==> src/rtl/sign_calc_pkg.sv <==
// Shared definitions for the sign-magnitude add/subtract controller.
//   MAG_W   : operand magnitude width
//   RES_W   : result magnitude width (one extra bit holds 15 + 15)
//   state_t : controller state encoding
package sign_calc_pkg;

    localparam int MAG_W = 4;
    localparam int RES_W = 5;

    typedef enum logic [2:0] {
        IDLE = 3'd0,
        EVAL = 3'd1,
        SUB1 = 3'd2,
        SUB2 = 3'd3,
        DONE = 3'd4
    } state_t;

endpackage

==> src/rtl/sign_calc_ctrl.sv <==
// Sign-magnitude add/subtract controller. Same-sign operands are summed with
// an inline adder; opposite-sign operands are handed to an external 4-bit
// subtractor, swapping minuend and subtrahend when the first pass borrows.
//
// Ports
//   clk, rst            : clock, asynchronous active-low reset
//   start, op           : request (sampled in IDLE/DONE), 0 = A+B, 1 = A-B
//   a_sign, a_mag       : operand A (sign 1 = negative)
//   b_sign, b_mag       : operand B
//   sub_a, sub_b        : minuend/subtrahend to the external subtractor
//   sub_bin             : subtractor borrow-in, always 0
//   sub_diff, sub_bout  : subtractor difference and borrow-out (combinational)
//   busy, done          : busy in EVAL/SUB1/SUB2, done high for the DONE cycle
//   res_sign, res_mag   : registered sign-magnitude result
//
// state | meaning
// ------+--------------------------------------------------------------
// IDLE  | waiting for start
// EVAL  | compare signs; same sign -> add, else present |A|-|B|
// SUB1  | |A|-|B| on subtractor; no borrow -> result, borrow -> swap
// SUB2  | |B|-|A| on subtractor; result takes the sign of effective B
// DONE  | result valid for one cycle; start here chains straight to EVAL
module sign_calc_ctrl
    import sign_calc_pkg::*;
(
    input  logic             clk,
    input  logic             rst,
    input  logic             start,
    input  logic             op,
    input  logic             a_sign,
    input  logic             b_sign,
    input  logic [MAG_W-1:0] a_mag,
    input  logic [MAG_W-1:0] b_mag,
    output logic [MAG_W-1:0] sub_a,
    output logic [MAG_W-1:0] sub_b,
    output logic             sub_bin,
    input  logic [MAG_W-1:0] sub_diff,
    input  logic             sub_bout,
    output logic             busy,
    output logic             done,
    output logic             res_sign,
    output logic [RES_W-1:0] res_mag
);

    state_t           state, state_nxt;
    logic             a_sign_q, eb_q;
    logic [MAG_W-1:0] a_mag_q, b_mag_q;
    logic             load;
    logic             res_we;
    logic             res_sign_nxt;
    logic [RES_W-1:0] res_mag_nxt;
    logic [RES_W-1:0] mag_sum;

    assign sub_bin = 1'b0;
    assign mag_sum = RES_W'(a_mag_q) + RES_W'(b_mag_q);

    always_ff @(posedge clk or negedge rst) begin
        if (!rst) begin
            state    <= IDLE;
            a_sign_q <= 1'b0;
            eb_q     <= 1'b0;
            a_mag_q  <= '0;
            b_mag_q  <= '0;
            res_sign <= 1'b0;
            res_mag  <= '0;
        end else begin
            state <= state_nxt;
            if (load) begin
                a_sign_q <= a_sign;
                eb_q     <= b_sign ^ op;
                a_mag_q  <= a_mag;
                b_mag_q  <= b_mag;
            end
            if (res_we) begin
                // A zero magnitude is always reported as +0.
                res_sign <= res_sign_nxt & (res_mag_nxt != '0);
                res_mag  <= res_mag_nxt;
            end
        end
    end

    always_comb begin
        state_nxt    = state;
        load         = 1'b0;
        res_we       = 1'b0;
        res_sign_nxt = a_sign_q;
        res_mag_nxt  = mag_sum;
        sub_a        = '0;
        sub_b        = '0;
        case (state)
            IDLE: begin
                if (start) begin
                    load      = 1'b1;
                    state_nxt = EVAL;
                end
            end
            EVAL: begin
                if (a_sign_q == eb_q) begin
                    res_we       = 1'b1;
                    res_sign_nxt = a_sign_q;
                    res_mag_nxt  = mag_sum;
                    state_nxt    = DONE;
                end else begin
                    sub_a     = a_mag_q;
                    sub_b     = b_mag_q;
                    state_nxt = SUB1;
                end
            end
            SUB1: begin
                sub_a = a_mag_q;
                sub_b = b_mag_q;
                if (!sub_bout) begin
                    res_we       = 1'b1;
                    res_sign_nxt = a_sign_q;
                    res_mag_nxt  = {1'b0, sub_diff};
                    state_nxt    = DONE;
                end else begin
                    state_nxt = SUB2;
                end
            end
            SUB2: begin
                // |B| > |A| here, so the reversed subtraction cannot borrow.
                sub_a        = b_mag_q;
                sub_b        = a_mag_q;
                res_we       = 1'b1;
                res_sign_nxt = eb_q;
                res_mag_nxt  = {1'b0, sub_diff};
                state_nxt    = DONE;
            end
            DONE: begin
                if (start) begin
                    load      = 1'b1;
                    state_nxt = EVAL;
                end else begin
                    state_nxt = IDLE;
                end
            end
            default: state_nxt = IDLE;
        endcase
    end

    assign busy = (state == EVAL) || (state == SUB1) || (state == SUB2);
    assign done = (state == DONE);

endmodule

==> config.mk <==
export PLATFORM = sky130hd
export DESIGN_NAME = sign_calc_ctrl
export DESIGN_NICKNAME = d
export VERILOG_FILES = /design/src/rtl/sign_calc_pkg.sv /design/src/rtl/sign_calc_ctrl.sv
export SDC_FILE = /design/constraint.sdc
export NUM_CORES = 1
export LEC_CHECK = 0
export ABC_CLOCK_PERIOD_IN_PS = 2000
export CAP_MARGIN = 20
export CORE_ASPECT_RATIO = 0.7
export CORE_UTILIZATION = 41
export DETAILED_ROUTE_END_ITERATION = 8
export PLACE_DENSITY = 0.75
export SLEW_MARGIN = 20
export SYNTH_ARGS = -nofsm -noshare
export SYNTH_HDL_FRONTEND = slang
export SYNTH_SLANG_ARGS = --single-unit
==> constraint.sdc <==
create_clock -name clk -period 2 [get_ports clk]
set_input_delay 0.4 -clock clk [delete_from_list [all_inputs] [get_ports clk]]
set_output_delay 0.4 -clock clk [all_outputs]
set_load 0.05 [all_outputs]
# Word level (Yosys, flattened, before mapping)
# Index checks and enable logic that the tools add are counted.
[totals]
ff_bits = 19
out_inout_bits = 17
[op_classes]
n_eq_ne = 6
add_sub_neg = 1
bitwise_logic = 2
n_mux = 17
n_reduce_logical = 5
[ops]
columns = ["operator", "count"]
rows = [
  ["4-bit one-hot mux with 3 select lines", 2],
  ["3-bit one-hot mux with 5 select lines", 1],
  ["5-bit one-hot mux with 2 select lines", 1],
  ["3-bit two-way mux", 3],
  ["4-bit two-way mux", 2],
  ["3-bit by 2-bit == test with 1-bit output (second input constant)", 2],
  ["1-bit two-way mux", 6],
  ["4-bit by 4-bit adder with 5-bit output", 1],
  ["5-bit two-way mux", 1],
  ["5-bit nonzero test", 1],
  ["3-bit by 1-bit == test with 1-bit output (second input constant)", 1],
  ["3-bit == test (second input constant)", 1],
  ["3-bit zero test", 1],
  ["1-bit one-hot mux with 3 select lines", 1],
  ["1-bit logical OR", 2],
  ["2-bit inequality test (second input constant)", 1],
  ["2-bit OR reduction", 1],
  ["1-bit AND", 1],
  ["1-bit == test", 1],
  ["1-bit XOR", 1],
]

# Longest topological paths before layout
# Gate-level depths: netlist (run 1).
[logic_depth]
depth_word = 5
mapped_depth = 6
ltp_nobuf = 6

# Worst setup path before layout (run 1)
# OpenSTA, ideal clock, no wires.
[synth_path]
path_kind = "reg-to-reg"
startpoint = "register a_mag_q[0]"
endpoint = "register res_sign"
t_arrival_ns = 1.924
t_required_ns = 1.872
n_path_buf = 0
setup_ns = 0.128
slack_ns = -0.053
path_stages_with_launch = 7
synth_period_minus_slack_ns = 2.053
cell_sequence = "dfrtp_1 > ha_1 > fa_1 > xor2_1 > a2111o_1 > a2111oi_4 > o21ai_1"
[synth_between]
elab_chain_len = 5
[synth_lines]
columns = ["item", "line_no", "source"]
rows = [
  ["from (decl)", "sign_calc_ctrl.sv:47", "logic [MAG_W-1:0] a_mag_q, b_mag_q;"],
  ["from (signal assigned)", "sign_calc_ctrl.sv:71", "a_mag_q <= a_mag;"],
  ["4-bit by 4-bit adder with 5-bit output (*)", "sign_calc_ctrl.sv:55", "assign mag_sum = RES_W'(a_mag_q) + RES_W'(b_mag_q);"],
  ["5-bit two-way mux", "sign_calc_ctrl.sv:112", "if (!sub_bout) begin"],
  ["5-bit one-hot mux with 2 select lines (*)", "sign_calc_ctrl.sv:90", "case (state)"],
  ["5-bit nonzero test (*)", "sign_calc_ctrl.sv:76", "res_sign <= res_sign_nxt & (res_mag_nxt != '0);"],
  ["1-bit AND (*)", "sign_calc_ctrl.sv:76", ""],
  ["to (signal assigned)", "sign_calc_ctrl.sv:76", ""],
  ["to (decl)", "sign_calc_ctrl.sv:41", "output logic res_sign,"],
]
# Every way passes the cells marked *; elsewhere a longest branch is shown, timed or not.
# A chain may end at the register's enable or synchronous reset.

# Final worst setup path (run 1)
[layout_path]
startpoint = "register eb_q"
endpoint = "output port sub_a[0]"
[layout_between]
elab_chain_len = 3
[layout_lines]
columns = ["item", "line_no", "source"]
rows = [
  ["from (decl)", "sign_calc_ctrl.sv:46", "logic a_sign_q, eb_q;"],
  ["from (signal assigned)", "sign_calc_ctrl.sv:70", "eb_q <= b_sign ^ op;"],
  ["1-bit == test", "sign_calc_ctrl.sv:98", "if (a_sign_q == eb_q) begin"],
  ["4-bit two-way mux", "sign_calc_ctrl.sv:98", ""],
  ["4-bit one-hot mux with 3 select lines", "sign_calc_ctrl.sv:90", ""],
  ["to (decl)", "sign_calc_ctrl.sv:34", "output logic [MAG_W-1:0] sub_a,"],
]
# Every way passes these cells.

==> results.md, run 1 <==
- The ratio of total power to cell area is 2000 nW/um^2.
- The final reports fail on negative setup slack.
- In the final design database the tool counted 171 nets.
- For the worst-skew pair, the clock arrives at the later sink with an insertion delay of 0.26 ns.
- The library cell used most frequently in the layout, excluding fill and tap cells, is sky130_fd_sc_hd__clkdlybuf4s50_1.
- The startpoint identified for the worst register-to-register timing path is b_mag_q[0].
- The count of cell types in the netlist is 34.
- At the pin with the least slew margin, the transition time is 0.508 ns.
- The count of state elements after synthesis is 19.
- The slowest cell on the critical path is sky130_fd_sc_hd__dfrtp_1.
- Setup violations remaining at the end of the flow were counted as 4.
- Summing all non-filler instances in the final layout gives an area of 1760 sq um.
- The worst hold path belongs to the class in2async.
- The pin count of the biggest net entering global routing is 20.
- In the post-route analysis, the smallest setup slack over all paths is -0.0885 ns.
- The kind of start point of the critical path is a register.
- The root buffer cell chosen for the clock tree is sky130_fd_sc_hd__clkbuf_8.
- The maximum ir drop on the vdd rail is 1280 uV.
- The number of vias per cell is 5.38.
- The worst setup path is captured at an output port.
- The number of diodes is 0.
- The category of the most critical setup path is reg2out.
- The number of buffers on the longest clock path is 2.
- After layout, the worst path uses 104% of the clock period.
- The number of vias after detailed routing is 968.
- After floorplanning, the core was sized to cover 2510 sq um.
- Counting both buffers and inverters, the worst setup path holds a total of 2.
- The floorplan step set the die width to 64.2 microns.
- The analysis attributes to cell leakage a power of 0.761 nW.
- Cells fill 69.9% of the core in the end.
- The average wire per standard cell is 16.1 microns.
- Before CTS, the worst setup slack after placement is 0.00400 ns.
- The number of buffers inserted for hold repair after clock tree synthesis is 0.
- The clock transition at the registers of the reported paths is 0.07 ns.
- The initial utilization of the core area, before any placement, comes to 44.2%.
- The via count of the first global-routing pass came to 925.
- The completed layout was analyzed and its total power is 0.00352 W.
- The worst pin sits at a relative slew slack of 66.1%.
- For this block, the initial DRC count from the detailed router was 36.
- Each instance of the synthesized netlist takes up on average 10.9 sq um.
- Counting cells, the worst reg-to-reg path comes to 6.
- The first element of the critical path is eb_q.
- The first-pass GRT wire length is 4230 microns.
- The critical path runs through a total of 6 cells.
- The detailed-placement wirelength estimate is 1970 microns.
- Max-cap violations in this run came to 0.
- The netlist area before placement is 1110 sq um.
- Of the cells placed in the final design, the portion with a size suffix greater than 1 is 32.9%.
- The shortest period the worst path allows is 2.09 ns.
- The total overflow left after global routing is 0.
- The total track usage is 20.1%.
- The critical path endpoint is sub_a[0].
- The aggregate routed wire length is 2890 microns.
- Setup repair after global routing could not meet its margin everywhere.
- Timing would allow up to 479 MHz.
- The endpoint required time on the critical path is 1.60 ns.
- Counting every net in the synthesized netlist gives 126.
- Data arrives at the worst endpoint at 1.69 ns.
- Compared with the post-synthesis result, the final layout area differs by 58.2%.
- The cell type with the largest total area after synthesis is sky130_fd_sc_hd__dfrtp_1.
- The critical-path maximum fanout is 8.
- The floorplan die height is 45.6 microns.
- In this design, the stage delay of the slowest critical-path cell is 0.41 ns.
- The run finished, with violations left.
- The number of cells produced by synthesis is 102.
- The post-route non-filler standard cell count is 180.
- For this run, the register share of the synthesized area comes to 42.8%.
- In this run the remaining antenna-violating nets after routing total 0.
- The number of buffers created by CTS is 3.
- In this run the number of H-tree levels came out at 1.
- The count of clock tree sinks is 19.
- Traced cell by cell, the critical path runs through xor2_2 > nand3_2 > a21oi_2 > buf_6 > a22o_1 > buf_12.
- The number of warnings reported in the yosys synthesis log is 0.
- In this run the tool buffered the top-level ports with 34 buffer cells.
- The share of Yosys cell area claimed by the top area cell type is 42.8%.
- The initialized floorplan defines 15 standard-cell rows.
- The CTS tree is yes.
- The number of detailed-routing iterations run before antenna repair is 4.
- The number of max-slew violations in the final report is 0.
- Once placement finished, the instance area stood at 1600 sq um.
- By area the synthesized netlist is led by sky130_fd_sc_hd__dfrtp_1 (43%), sky130_fd_sc_hd__mux2_2 (9.1%), sky130_fd_sc_hd__a22o_1 (6.3%).
- On the critical path the largest part of the delay comes from flip-flops.
- The final hold violation count is 0.
- The post-route clock skew is 0.000721 ns.
- The I/O pin count is 36.
- The initial antenna violation count came to 0.
- At the end of routability-driven placement, the weighted congestion stood at 0.852.
- In the layout the commonest cells are sky130_fd_sc_hd__clkdlybuf4s50_1 (24), sky130_fd_sc_hd__dfrtp_1 (19), sky130_fd_sc_hd__buf_4 (10).
- The die area is 2930 sq um.
- The reg-to-reg critical path endpoint is res_sign.
- The worst register-to-register path has a setup slack of 0.06 ns.
- In this run, placement finished with an instance count of 172.
- After detailed routing, the number of remaining DRC violations is 0.
## logic make-up after synthesis
family / count (synthesis) / share of synthesized area (%)
xor gates and xnor gates: 3 / 2.37
DFF: 19 / 42.8
muxes: 12 / 11.8
other: 1 / 0.338
and+or+nand+nor: 27 / 13.3
buffers and inverters: 8 / 3.60
AOI/OAI and AO/OA: 27 / 19.5
adders and majority gates: 5 / 6.31
## Yosys cell counts
| cell | number |
|---|---|
| sky130_fd_sc_hd__dfrtp_1 | 19 |
| sky130_fd_sc_hd__mux2_2 | 9 |
| sky130_fd_sc_hd__a22o_1 | 8 |
| sky130_fd_sc_hd__nand2_1 | 7 |
| sky130_fd_sc_hd__a21oi_1 | 5 |
| sky130_fd_sc_hd__nor2_1 | 5 |
| sky130_fd_sc_hd__o21ai_0 | 5 |
| sky130_fd_sc_hd__ha_1 | 4 |
| sky130_fd_sc_hd__inv_1 | 4 |
| sky130_fd_sc_hd__nand3_1 | 4 |
| sky130_fd_sc_hd__and2_1 | 3 |
| sky130_fd_sc_hd__mux2i_1 | 3 |
| sky130_fd_sc_hd__buf_2 | 2 |
| sky130_fd_sc_hd__buf_4 | 2 |
| sky130_fd_sc_hd__nor2b_1 | 2 |
| sky130_fd_sc_hd__xor2_1 | 2 |
| sky130_fd_sc_hd__a2111o_1 | 1 |
| sky130_fd_sc_hd__a2111oi_4 | 1 |
| sky130_fd_sc_hd__a21o_2 | 1 |
| sky130_fd_sc_hd__a221o_1 | 1 |
| sky130_fd_sc_hd__a22oi_1 | 1 |
| sky130_fd_sc_hd__a2bb2oi_1 | 1 |
| sky130_fd_sc_hd__a311o_1 | 1 |
| sky130_fd_sc_hd__and3_1 | 1 |
| sky130_fd_sc_hd__and3b_1 | 1 |
| sky130_fd_sc_hd__conb_1 | 1 |
| sky130_fd_sc_hd__fa_1 | 1 |
| sky130_fd_sc_hd__nand2b_1 | 1 |
| sky130_fd_sc_hd__nand2b_4 | 1 |
| sky130_fd_sc_hd__nor3_1 | 1 |
| sky130_fd_sc_hd__o21ai_1 | 1 |
| sky130_fd_sc_hd__o31ai_1 | 1 |
| sky130_fd_sc_hd__or3_4 | 1 |
| sky130_fd_sc_hd__xnor2_1 | 1 |
## cell type report
| cell class | count | area (sq um) |
|---|---|---|
| flip-flops and latches | 19 | 475 |
| clock buffers | 4 | 45.0 |
| fillers | 188 | 757 |
| inverters | 4 | 15.0 |
| repair buffers | 44 | 507 |
| multi-input cells | 75 | 673 |
| well taps | 34 | 42.5 |
## where the power goes
group / internal, W / switching [W]
logic: 0.00117 / 0.00130
clock network: 0.000142 / 0.000125
registers: 0.000568 / 0.000216
## layer usage
layer / GRT usage [%] / vias to the layer above / wire, microns
li1: - / 454 / -
met4: 4.44 / 0 / 25
met2: 36.6 / 41 / 1390
met5: 0 / - / 0
met3: 6.25 / 4 / 192
met1: 23.9 / 469 / 1280
## registers in the layout, indices dropped and copies added (netlist names)
register  flops
b_mag_q       4
res_sign      1
state         3
a_sign_q      1
res_mag       5
a_mag_q       4
eb_q          1
## how the worst min path moves through the flow
stage | to | slack (ns) | startpoint | cells after the start
6_report | res_mag[3] | 0.48 | rst | 2
5_1_grt | a_mag_q[0] | 0.49 | rst | 2
4_1_cts | a_mag_q[0] | 0.49 | rst | 2
3_5_place_dp | res_mag[2] | 0.47 | res_mag[2] | 2
3_3_place_gp | res_mag[0] | 0.46 | res_mag[0] | 2
2_1_floorplan | a_mag_q[0] | 0.10 | rst | 0
## per-stage QoR
stage | setup TNS [ns] | hold slack, ns
2_1_floorplan | 0 | 0.104
5_1_grt | -1.02 | 0.488
4_1_cts | -0.302 | 0.488
3_5_place_dp | 0 | 0.474
6_report | -0.280 | 0.482
3_3_place_gp | 0 | 0.465
## timing repair
item                                    4_1_cts  5_1_grt
hold endpoints to repair                      0        0
endpoints found under the setup margin        8        9
buffers inserted                              1        3
resized for setup                             3        9
pin swaps                                     3        8
No activity file was read; power rests on OpenSTA's default activity.
==> run 2: changes to the inputs <==
- CORE_UTILIZATION: 41 -> 55
- DONT_BUFFER_PORTS: unset -> 1
- PLACE_DENSITY: 0.75 -> 0.73
==> results.md, run 2 (synthesis gave the netlist of run 1 again) <==
- The run finished, with violations left.
- The checks that failed: negative setup slack.
- The number of buffers on the longest clock path is 2.
- STA puts the critical path data required time at 1.60 ns.
- The register with the most flip-flops in the layout has 5 of them.
- The top cell types in the final layout, fill and taps aside, are sky130_fd_sc_hd__dfrtp_1 (19), sky130_fd_sc_hd__mux2_2 (9), sky130_fd_sc_hd__buf_12 (8).
- Setup slack on the critical path of the routed design comes to -0.0742 ns.
- The chip width is 55.7 microns.
- TritonCTS built the clock tree.
- Setup violations remaining at the end of the flow were counted as 7.
- The first global-routing pass estimated 3680 microns of wire.
- The via count of the first global-routing pass is 846.
- The initial antenna violation count was 0.
- Wire segments on met2 add up to 1080 microns in the final route.
- The detailed-placement wirelength estimate is 1730 microns.
- The area overhead of the layout relative to synthesis is 25.0%.
- The min-delay analysis places its worst path in the category in2reg.
- The area of the core is 1870 sq um.
- The critical path goes through xor2_1 > nand3_1 > a21oi_2 > buf_6 > a22o_1 > buf_12.
- Counting flops per register, the top entry is res_mag.
- The number of design-rule violations left by the first detailed-router iteration is 12.
- The placer's final routability congestion estimate is 0.864.
- The number of vias per cell is 6.15.
- The slowest cell on the critical path is sky130_fd_sc_hd__dfrtp_1.
- Setup repair after global routing could not meet its margin everywhere.
- The share of the clock period used by the worst path is 104%.
- The routed design has 2280 microns of wire.
- Subtracting the final worst setup slack from the clock period gives 2.07 ns.
- The register-to-register path setup slack is 0.05 ns.
- The post-route clock skew is 0.00987 ns.
- The floorplan step defined a die boundary enclosing 2210 sq um.
- CTS built an H-tree with a depth of 1.
- The count of clock tree sinks is 19.
- In the final design database the tool counted 144 nets.
- The floorplan has 13 rows.
- 0 antenna diodes ended up in the layout.
- Timing would allow up to 482 MHz.
- The post-route antenna net violation count is 0.
- The I/O pin count is 36.
- The number of vias after detailed routing is 867.
- The category of cells accounting for the largest share of critical-path delay is flip-flops.
- The filler cells instantiated in the layout total 128.
- The worst slew slack as a fraction of its limit is 42.9%.
- Of the cells placed in the final design, the portion with a size suffix greater than 1 is 29.4%.
- The number of max-slew violations in the final report was 0.
- The final hold violation count is 0.
- The floorplan die height is 39.6 microns.
- The number of buffers added on ports is 0.
- The category of the most critical setup path is reg2out.
- Across the run, the number of max-cap violations was 0.
- The final global-route overflow total is 0.
- After detailed routing, the met3 layer carries 180 microns of wire.
- The clock transition at the registers of the reported paths is 0.11 ns.
- The data arrival time of the critical path is 1.67 ns.
- The critical-path maximum fanout is 8.
- The top layer reached by signal wires is met4.
- The later pin in the worst-skew pair is clocked with a latency of 0.31 ns.
- Across every metal layer, demand over resource in global routing totals 23.4%.
- The stage delay of the slowest cell on the critical path is 0.41 ns.
- For the pin with the worst max-slew slack, the measured transition is 0.854 ns.
- STA classifies the critical path startpoint as a register.
- The critical path endpoint category is an output port.
- The worst-case setup slack after placement is 0.0521 ns.
- The worst path buffer plus inverter count is 2.
- Entering global routing, the biggest net connects 20 pins.
- The effective utilization at floorplan is 59.4%.
- The clock root buffer is sky130_fd_sc_hd__clkbuf_4.
- The number of detailed-routing iterations run before antenna repair is 4.
- The commonest non-fill, non-tap cell in the layout is sky130_fd_sc_hd__dfrtp_1.
- The number of buffers created by CTS is 3.
- The routed metal-1 wirelength is 1000 microns.
- In the final layout, the registers with the most flip-flops are res_mag (5), a_mag_q (4), b_mag_q (4).
- The remaining design rule violation count is 0.
- The average wire per standard cell is 16.2 microns.
run 2: cell count changes in the layout (fill, tap and decap cells not counted), moves of 2 or more:
cell / before / now
sky130_fd_sc_hd__ha_1: 2 / 4
sky130_fd_sc_hd__a22o_1: 4 / 7
sky130_fd_sc_hd__xor2_2: 2 / 0
sky130_fd_sc_hd__buf_4: 10 / 7
sky130_fd_sc_hd__xor2_1: 0 / 2
sky130_fd_sc_hd__clkbuf_8: 3 / 0
sky130_fd_sc_hd__a22o_4: 4 / 1
sky130_fd_sc_hd__clkbuf_4: 0 / 3
sky130_fd_sc_hd__clkdlybuf4s50_1: 24 / 0
run 2: area by class of cell:
class                   count  area, sq um  share of cell area (%)
well taps                  22         27.5                    1.98
flip-flops and latches     19          475                    34.2
multi-input cells          75          611                    44.0
inverters                   4         15.0                    1.08
clock buffers               4         26.3                    1.89
repair buffers             17          234                    16.8
run 2: worst paths after layout:
path,startpoint,endpoint,cells past startpoint
max,eb_q,sub_a[0],6
min,b_mag[1],b_mag_q[1],1
max reg2reg,a_mag_q[0],res_sign,6
min reg2reg,state[0],state[0],1
max in group asynchronous,rst,state[2],1
min in group asynchronous,rst,res_mag[4],1
run 2: stage by stage:
step	hold WS, ns	area, sq um	cells	TNS [ns]	utilization (%)
floorplan	0.104	1110	102	0	-
global placement	0.105	1310	132	0	69.8
detailed placement	0.105	1310	132	0	69.8
CTS	0.231	1370	141	-0.512	73.4
global route	0.212	1390	141	-1.26	74.2
finish	0.228	1390	141	-0.467	74.2
run 2: per-layer routing:
| metal | up-vias | track usage [%] |
|---|---|---|
| met5 | - | 0 |
| li1 | 404 | - |
| met1 | 426 | 26.8 |
| met4 | 0 | 8.75 |
| met2 | 32 | 40.1 |
| met3 | 5 | 10.2 |
run 2: timing repair:
action / in CTS / in global routing
pin swaps: 5 / 7
buffers inserted: 4 / 0
hold buffers: 1 / 0
resized for setup: 0 / 3
setup endpoints to repair: 8 / 8
endpoints found under the hold margin: 19 / 0
run 2: worst register-to-register path: stages, from the launching register on:
cell	delay [ns]
sky130_fd_sc_hd__dfrtp_1	0.40
sky130_fd_sc_hd__ha_1	0.23
sky130_fd_sc_hd__fa_2	0.35
sky130_fd_sc_hd__xor2_1	0.17
sky130_fd_sc_hd__a2111o_1	0.33
sky130_fd_sc_hd__a2111oi_4	0.27
sky130_fd_sc_hd__o21ai_1	0.10
Power of run 2 is not shown: default switching activity piles up to over one toggle a cycle in this logic, so the estimate is an artifact.
==> run 3: changes to the inputs <==
- CORE_MARGIN: unset -> 3
- MAX_ROUTING_LAYER: unset -> met4
==> results.md, run 3 (synthesis gave the netlist of run 1 again) <==
- The share of layout cells above drive strength 1 is 39.3%.
- The critical path endpoint category is an output port.
- The first-pass GRT wire length is 3820 microns.
- The die area is 2600 sq um.
- The largest registers in the layout are res_mag (5), a_mag_q (4), b_mag_q (4).
- The placed cell area is 1310 sq um.
- TritonCTS built the clock tree.
- The effective utilization at floorplan is 63.8%.
- The number of vias per cell is 6.27.
- The routed design has 2820 microns of wire.
- The number of buffers created by CTS is 3.
- The shortest period the worst path allows is 2.12 ns.
- After clock tree synthesis, the clock-pin slew on the worst setup and hold paths is 0.12 ns.
- The library cells used most frequently in the layout, excluding fill and tap cells, are sky130_fd_sc_hd__dfrtp_1 (19), sky130_fd_sc_hd__buf_4 (10), sky130_fd_sc_hd__mux2_2 (9).
- The flow ran to the end, but the final reports show violations.
- Global routing finished with a remaining overflow of 0.
- The total of endpoints with negative setup slack in the final report is 8.
- The number of levels in the clock H-tree is 1.
- The routed length on met3 is 199 microns.
- In this design, the stage delay of the slowest critical-path cell is 0.42 ns.
- The floorplan die height is 43.6 microns.
- The total track usage is 20.5%.
- Compared with the post-synthesis result, the final layout area differs by 31.8%.
- The number of instances on the worst hold path is 1.
- The number of design-rule violations left by the first detailed-router iteration is 53.
- The count of clock tree sinks is 19.
- The chip width is 59.7 microns.
- For the pin with the worst max-slew slack, the measured transition is 0.873 ns.
- The number of buffers added on ports is 0.
- Setup repair after global routing could not meet its margin everywhere.
- Walking the worst path, the cells encountered are xor2_2 > nand3_2 > a21oi_2 > buf_6 > a22o_1 > buf_12.
- The slowest cell on the critical path is sky130_fd_sc_hd__dfrtp_1.
- The kind of start point of the critical path is a register.
- The endpoint required time on the critical path is 1.60 ns.
- The library cell used most frequently in the layout, excluding fill and tap cells, is sky130_fd_sc_hd__dfrtp_1.
- The classification of the worst-slack hold path is in2reg.
- The number of diodes is 0.
- In this run the most critical hold path is launched from a_mag[1].
- The startpoint of the lowest-slack register-to-register path is a_mag_q[2].
- The via count of the first global-routing pass is 830.
- The number of flip-flops in the largest register is 5.
- Along the worst path, the maximum fanout reaches 8.
- The average wire per standard cell is 19.7 microns.
- The placed cell count is 131.
- The checks that failed: negative setup slack.
- After detailed routing, the number of remaining DRC violations is 0.
- The worst slew slack as a fraction of its limit is 41.6%.
- For hold timing, the worst endpoint is a_mag_q[1].
- During I/O placement, the number of pins put on the boundary was 36.
- For the worst-skew pair, the clock arrives at the later sink with an insertion delay of 0.31 ns.
- The filler cell count is 96.
- Measured in cells, the most critical reg-to-reg path has a length of 5.
- The final hold violation count is 0.
- The data arrival time of the critical path is 1.72 ns.
- Once layout is complete, the cells apart from fillers number 143.
- The total number of nets in the final design is 147.
- For this run, the top clock speed supported by timing is 472 MHz.
- The endpoint identified for the worst register-to-register timing path is res_sign.
- res_mag holds more flip-flops than any other register.
- The congestion estimate from routability-driven global placement came to 0.830.
- The number of rows in the core area is 12.
- The number of buffers on the longest clock path is 2.
- The highest metal layer carrying signal wires in the routed design is met4.
- Entering global routing, the biggest net connects 20 pins.
- The initial antenna violation count is 0.
- Before antenna repair, the detailed router went through 4 iterations.
- The number of vias after detailed routing is 897.
- The core utilization of the finished layout is 84.1%.
- Summing all non-filler instances in the final layout gives an area of 1460 sq um.
- The area occupied by registers is 475 sq um.
- The floorplan step defined a core boundary enclosing 1740 sq um.
- The worst setup path is of the reg2out kind.
- The post-route antenna net violation count is 0.
- The number of max-slew violations in the final report came to 0.
- On the final layout, the worst clock skew is 0.0113 ns.
- Clock tree synthesis selected as its root buffer the cell sky130_fd_sc_hd__clkbuf_4.
- Once routing completed, OpenROAD measured the worst setup slack at -0.119 ns.
- The wire-length estimate of the detail-placed layout is 1870 microns.
- Max-cap violations in this run came to 0.
- The area occupied by multi-input gates is 663 sq um.
- Wire segments on met2 add up to 1400 microns in the final route.
- The worst register-to-register path has a setup slack of 0.04 ns.
- The routed metal-1 wirelength is 1190 microns.
- After layout, the worst path uses 106% of the clock period.
-- run 3: worst max path at each step --
| stage | slack [ns] | end | from | cells past startpoint |
|---|---|---|---|---|
| finish | -0.12 | sub_a[2] | eb_q | 6 |
| global route | -0.23 | sub_a[2] | eb_q | 6 |
| CTS | -0.05 | sub_a[3] | eb_q | 6 |
| detailed placement | 0.03 | res_sign | a_mag_q[0] | 6 |
| global placement | 0.09 | res_sign | a_mag_q[0] | 6 |
| floorplan | 0.06 | sub_a[0] | eb_q | 4 |
-- run 3: repair_timing --
item	in CTS	in global routing
pin swaps	9	14
endpoints found under the setup margin	8	9
hold buffers	1	0
gates resized for setup	1	11
buffers inserted	3	4
hold endpoints to repair	19	0
-- run 3: layout make-up --
| cell class | count | share of cell area, % |
|---|---|---|
| clock buffer | 3 | 1.54 |
| tap | 21 | 1.79 |
| multi-input combinational | 75 | 45.3 |
| sequential | 19 | 32.5 |
| clock inverter | 1 | 0.342 |
| timing repair buffer | 20 | 17.5 |
| inverter | 4 | 1.03 |
-- run 3: layer usage --
layer  vias to the layer above  GRT usage [%]
li1                        411              -
met1                       443           25.7
met2                        37           31.9
met3                         6           7.74
met4                         0           3.98
met5                         -              -
-- run 3: through the flow --
| step | hold slack (ns) | setup TNS (ns) | setup slack (ns) |
|---|---|---|---|
| after detailed placement | 0.105 | 0 | 0.0251 |
| after global routing | 0.206 | -1.50 | -0.230 |
| final | 0.235 | -0.581 | -0.119 |
| after floorplan | 0.104 | 0 | 0.0617 |
| after CTS | 0.230 | -0.262 | -0.0479 |
| after global placement | 0.105 | 0 | 0.0883 |
-- run 3: critical path: cells and delay by family, from the launching register on --
| family | cells | cell delay, ns |
|---|---|---|
| AND/OR/NAND/NOR | 1 | 0.12 |
| XOR/XNOR | 1 | 0.22 |
| flip-flops | 1 | 0.42 |
| AO/OA/AOI/OAI | 2 | 0.34 |
| buffers and inverters | 2 | 0.31 |
Power of run 3 is left out for the same reason.
